$ cat src/rtl/ultrasonic_pkg.sv
// Shared types for the ultrasonic ranger: FSM states, status codes
// and a small helper for sizing counters.
package ultrasonic_pkg;

   typedef enum logic [2:0] {
      IDLE,
      TRIG,
      WAIT_RISE,
      MEASURE,
      PUBLISH,
      HOLDOFF
   } state_t;

   localparam logic [1:0] ST_OK        = 2'b00;
   localparam logic [1:0] ST_NO_ECHO   = 2'b01;
   localparam logic [1:0] ST_OVERRANGE = 2'b10;

   function automatic int imax(input int a, input int b);
      return (a > b) ? a : b;
   endfunction

endpackage

$ cat src/rtl/us_tick_gen.sv
// Microsecond strobe: one-clk pulse every DIV clocks, restarted by clr
// so the first pulse after clr lands exactly DIV clocks later.
module us_tick_gen #(
   parameter int DIV = 100
) (
   input  logic clk,
   input  logic reset,
   input  logic clr,
   output logic tick
);

   localparam int CW = (DIV > 1) ? $clog2(DIV) : 1;

   logic [CW-1:0] cnt_q;
   logic [CW-1:0] cnt_d;

   assign tick = (cnt_q == CW'(DIV - 1));

   always_comb begin
      cnt_d = cnt_q + CW'(1);
      if (clr || tick) cnt_d = '0;
   end

   always_ff @(posedge clk) begin
      if (reset) cnt_q <= '0;
      else       cnt_q <= cnt_d;
   end

endmodule

$ cat src/rtl/ultrasonic_ranger.sv
// HC-SR04-class range controller: trigger, echo timing in us ticks,
// running divide to centimetres, timeouts, continuous mode, holdoff.
module ultrasonic_ranger
   import ultrasonic_pkg::*;
#(
   parameter int CLK_HZ          = 100_000_000,
   parameter int TRIG_US         = 10,
   parameter int RISE_TIMEOUT_US = 1000,
   parameter int ECHO_TIMEOUT_US = 25000,
   parameter int HOLDOFF_US      = 60000,
   parameter int CM_DIV          = 58,
   parameter int DIST_W          = 9
) (
   input  logic              clk,
   input  logic              reset,
   input  logic              start,
   input  logic              cont_en,
   input  logic              echo,
   output logic              trig,
   output logic [DIST_W-1:0] distance,
   output logic [1:0]        status,
   output logic              valid,
   output logic              busy
);

   localparam int TICK_DIV = CLK_HZ / 1_000_000;
   localparam int UMAX = imax(imax(TRIG_US, RISE_TIMEOUT_US),
                              imax(ECHO_TIMEOUT_US, HOLDOFF_US));
   localparam int UW = $clog2(UMAX + 1);
   localparam int SW = (CM_DIV > 1) ? $clog2(CM_DIV) : 1;
   localparam logic [DIST_W-1:0] DMAX = '1;

   state_t state_q, state_d;
   logic [UW-1:0]     us_q, us_d, us_inc;
   logic [SW-1:0]     sub_q, sub_d;
   logic [DIST_W-1:0] cm_q, cm_d;
   logic [DIST_W-1:0] dist_q, dist_d;
   logic [1:0]        stat_q, stat_d;
   logic              pend_q, pend_d;
   logic              trig_q, trig_d;
   logic              valid_q, valid_d;
   logic              busy_q, busy_d;
   logic              echo_m_q, echo_s_q;
   logic              tick, clr;

   assign clr = (state_d != state_q);

   us_tick_gen #(.DIV(TICK_DIV)) u_tick (
      .clk  (clk),
      .reset(reset),
      .clr  (clr),
      .tick (tick)
   );

   always_comb begin
      state_d = state_q;
      us_d    = us_q;
      sub_d   = sub_q;
      cm_d    = cm_q;
      pend_d  = pend_q;
      dist_d  = dist_q;
      stat_d  = stat_q;
      us_inc  = us_q + UW'(1);
      if (start && state_q != IDLE) pend_d = 1'b1;
      unique case (state_q)
         IDLE: begin
            if (start || cont_en) state_d = TRIG;
         end
         TRIG: begin
            if (tick) begin
               us_d = us_inc;
               if (us_inc == UW'(TRIG_US)) state_d = WAIT_RISE;
            end
         end
         WAIT_RISE: begin
            if (echo_s_q) begin
               state_d = MEASURE;
            end else if (tick) begin
               us_d = us_inc;
               if (us_inc == UW'(RISE_TIMEOUT_US)) begin
                  state_d = PUBLISH;
                  dist_d  = '0;
                  stat_d  = ST_NO_ECHO;
               end
            end
         end
         MEASURE: begin
            // the tick on the exit edge still covers a us of high echo
            if (tick) begin
               us_d = us_inc;
               if (sub_q == SW'(CM_DIV - 1)) begin
                  sub_d = '0;
                  if (cm_q != DMAX) cm_d = cm_q + DIST_W'(1);
               end else begin
                  sub_d = sub_q + SW'(1);
               end
            end
            if (tick && us_inc == UW'(ECHO_TIMEOUT_US)) begin
               state_d = PUBLISH;
               dist_d  = DMAX;
               stat_d  = ST_OVERRANGE;
            end else if (!echo_s_q) begin
               state_d = PUBLISH;
               dist_d  = cm_d;
               stat_d  = ST_OK;
            end
         end
         PUBLISH: begin
            state_d = HOLDOFF;
         end
         HOLDOFF: begin
            if (tick) begin
               us_d = us_inc;
               if (us_inc == UW'(HOLDOFF_US))
                  state_d = (pend_q || start || cont_en) ? TRIG : IDLE;
            end
         end
         default: state_d = IDLE;
      endcase
      if (state_d != state_q) begin
         us_d  = '0;
         sub_d = '0;
         cm_d  = '0;
         if (state_d == TRIG || state_d == IDLE) pend_d = 1'b0;
      end
      trig_d  = (state_d == TRIG);
      valid_d = (state_d == PUBLISH);
      busy_d  = (state_d != IDLE);
   end

   always_ff @(posedge clk) begin
      if (reset) begin
         state_q  <= IDLE;
         us_q     <= '0;
         sub_q    <= '0;
         cm_q     <= '0;
         dist_q   <= '0;
         stat_q   <= ST_OK;
         pend_q   <= 1'b0;
         trig_q   <= 1'b0;
         valid_q  <= 1'b0;
         busy_q   <= 1'b0;
         echo_m_q <= 1'b0;
         echo_s_q <= 1'b0;
      end else begin
         state_q  <= state_d;
         us_q     <= us_d;
         sub_q    <= sub_d;
         cm_q     <= cm_d;
         dist_q   <= dist_d;
         stat_q   <= stat_d;
         pend_q   <= pend_d;
         trig_q   <= trig_d;
         valid_q  <= valid_d;
         busy_q   <= busy_d;
         echo_m_q <= echo;
         echo_s_q <= echo_m_q;
      end
   end

   assign trig     = trig_q;
   assign distance = dist_q;
   assign status   = stat_q;
   assign valid    = valid_q;
   assign busy     = busy_q;

endmodule

$ cat config.mk
export PLATFORM = sky130hd
export DESIGN_NAME = ultrasonic_ranger
export DESIGN_NICKNAME = d
export VERILOG_FILES = /design/src/rtl/ultrasonic_pkg.sv /design/src/rtl/us_tick_gen.sv /design/src/rtl/ultrasonic_ranger.sv
export SDC_FILE = /design/constraint.sdc
export NUM_CORES = 1
export LEC_CHECK = 0
export CORE_MARGIN = 4
export CORE_UTILIZATION = 45
export CTS_CLUSTER_DIAMETER = 40
export DETAILED_ROUTE_END_ITERATION = 8
export PLACE_DENSITY_LB_ADDON = 0.3
export SYNTH_ARGS = -nofsm -noshare
export SYNTH_HDL_FRONTEND = slang
export SYNTH_SLANG_ARGS = --single-unit
$ cat constraint.sdc
create_clock -name clk -period 3.4 [get_ports clk]
set_input_delay 0.85 -clock clk [delete_from_list [all_inputs] [get_ports clk]]
set_output_delay 0.85 -clock clk [all_outputs]
set_load 0.02 [all_outputs]
==> impl_results.md <==
* Status: completed
* Clock sinks at 58
* FF+latch area at 1160 sq um
* CP endpoint kind: flip-flop
* Crit path launch type: flip-flop
* Row cnt at 31
* Final Hold Viols at 0
* # DRC at 0
* Antenna Cells at 0
* Worst hold margin at 443 ps
* Cell type with the largest total area after synthesis: dfxtp_1
* Pre-Repair DR Iteration Count at 5
* Most used DFF post-synth: dfxtp_1
* Nets at 430
* Grt ovf at 0
* CTS Hold Bufs at 0
* Fin. max-slew vios at 0
* Avg Cell Area, Syn at 8.63 sq um
* Vias in the first global route at 2772
* Synthesized cell area at 3460 sq um
* Power consumption at 1.44 mW
* First-pass GRT wire length at 12700 um
* Clock slew at reported path FFs at 70 ps
* Distinct cells, synth at 57
* Slew headroom at 65.5%
* HP Class: flip-flop to flip-flop
* Routed via count at 2941
* Async SR Flop Fraction at 0%
* Synth Register Bits at 58
* Via density at 5.62
* TritonCTS clock tree: yes
* Post-synth top cells: dfxtp_1, nor2_1, nand2_1
* Number of synthesized flops with an enable pin at 0
* Clock Tree Root: clkbuf_8
* Initial drt markers at 167
* Most numerous cell in the Yosys netlist: dfxtp_1
* CP Max Fanout at 14
* Final ANT Viol Nets at 0
* VDD IR max at 0.000369 V
* Maxcap violations at 0
* Crit Path Class: flip-flop to flip-flop
* Fmax at 307 MHz
* Pin count of the biggest net entering global routing at 21
* Sequential element share of the synthesized area at 33.6%
* Setup TNS at 0 ps
* Die W at 95.7 um
* TritonCTS Buffers at 9
* Largest cells by area after synthesis: dfxtp_1, nor2_4, xnor2_1
* Post-Syn Nets at 412
* Layout Skew at 12.4 ps
* Dpl ws at 114 ps
* Top cell type's share of synthesized area at 33.6%
* CP Data Required Time at 3660 ps
* Layout cells sized above 1 at 15.6%
* GPL Wtd Cong at 0.916
* Worst-Margin Slew at 514 ps
* P&R area growth vs syn at 15.0%
* Final min period at 3260 ps
* Top-level port count at 19
* Port Buffers at 18
* Routed wire length at 7470 um
* Core ar. at 7370 sq um
* Final Cycle Share at 95.8%
* Drt wl/cell at 14.3 um
* Syn. warnings at 0
* PD cells at 361 nW/um^2
* H-tree depth at 3
* Footprint of the multi-input gates at 2130 sq um
* CTS max path bufs at 2
* DP HPWL at 5360 um
* GRT Overall Usage at 17.6%
* Post-Syn Instances at 401
* Final setup margin at 142 ps
* Final setup fails at 0
* Crit path arrival time at 3520 ps
* Pleak at 1.26 nW
* Worst skew pair latency at 340 ps
* Full die area at 9150 sq um
* Vert. Die Dim at 95.7 um
* Starting Density at 46.9%
* FILL cells at 683
* Initial antenna violation count at 0
[cell usage in the layout, fill, tap and decap left out, drive strengths merged, types with 11 or more instances in the layout]
| master | instances |
|---|---|
| nor2 | 59 |
| dfxtp | 58 |
| nand2 | 36 |
| a21oi | 26 |
| xnor2 | 23 |
| nor3 | 18 |
| clkdlybuf4s50 | 18 |
| buf | 15 |
| xor2 | 13 |
| nand3 | 13 |
| clkbuf | 13 |
| o21ai | 11 |
| nand4 | 11 |
[power by group]
group | internal (mW) | switching, mW | total (mW)
combinational | 0.0288 | 0.0405 | 0.0693
clock | 0.400 | 0.274 | 0.674
sequential | 0.686 | 0.00621 | 0.693
total | 1.12 | 0.321 | 1.44
[area by class of cell]
type / instances / area share (%)
tap: 99 / 3.11
sequential: 58 / 29.2
timing repair buffer: 33 / 7.99
clock inverter: 3 / 1.16
inverter: 9 / 0.849
multi-input combinational: 308 / 53.4
clock buffer: 13 / 4.25
[through the flow]
step / util [%] / area (sq um) / cells
floorplan: - / 3460 / 401
global placement: 50.7 / 3730 / 506
detailed placement: 50.7 / 3730 / 506
CTS: 53.6 / 3950 / 522
global route: 54.0 / 3980 / 523
finish: 54.0 / 3980 / 523
[flip-flops by register name, indices dropped and copies added, names as in the netlist]
register / cells
us_q: 16
u_tick.cnt_q: 7
trig: 1
busy: 1
status: 2
cm_q: 9
valid: 1
echo_s_q: 1
echo_m_q: 1
state_q: 3
pend_q: 1
sub_q: 6
distance: 9
[what timing repair did]
| action | 4_1_cts | 5_1_grt |
|---|---|---|
| endpoints found under the setup margin | 0 | 31 |
| buffers inserted | 0 | 1 |
| resized for setup | 0 | 5 |
[path summary, 6_finish.rpt]
| path | from | to | slack (ps) | cells past startpoint |
|---|---|---|---|---|
| max | us_q[2] | sub_q[5] | 140 | 9 |
| min | echo_m_q | echo_s_q | 440 | 1 |
| max reg2reg | us_q[2] | sub_q[5] | 140 | 9 |
| min reg2reg | echo_m_q | echo_s_q | 440 | 1 |
[worst max-delay path, stage by stage (launching register included)]
cell,delay (ps)
dfxtp_1,520
nand4_4,310
or4_1,620
nand4_1,170
a211oi_2,80
a21oi_2,240
o2bb2ai_4,150
or4_4,680
buf_4,240
nor3_1,180
[cell families after synthesis]
| logic type | count (synthesis) | synth area share (%) |
|---|---|---|
| buf+inv | 35 | 5.61 |
| compound gates | 65 | 12.5 |
| xor+xnor | 36 | 9.33 |
| simple gates | 191 | 34.0 |
| fa+ha+maj | 6 | 2.17 |
| mux | 10 | 2.89 |
| flops | 58 | 33.6 |
[routing by layer]
metal,wire [um],vias up,GRT usage [%]
li1,-,1459,-
met1,3580,1377,23.4
met2,3360,91,27.6
met3,404,14,4.97
met4,127,0,5.81
met5,0,-,0
(Power assumes the default switching activity.)
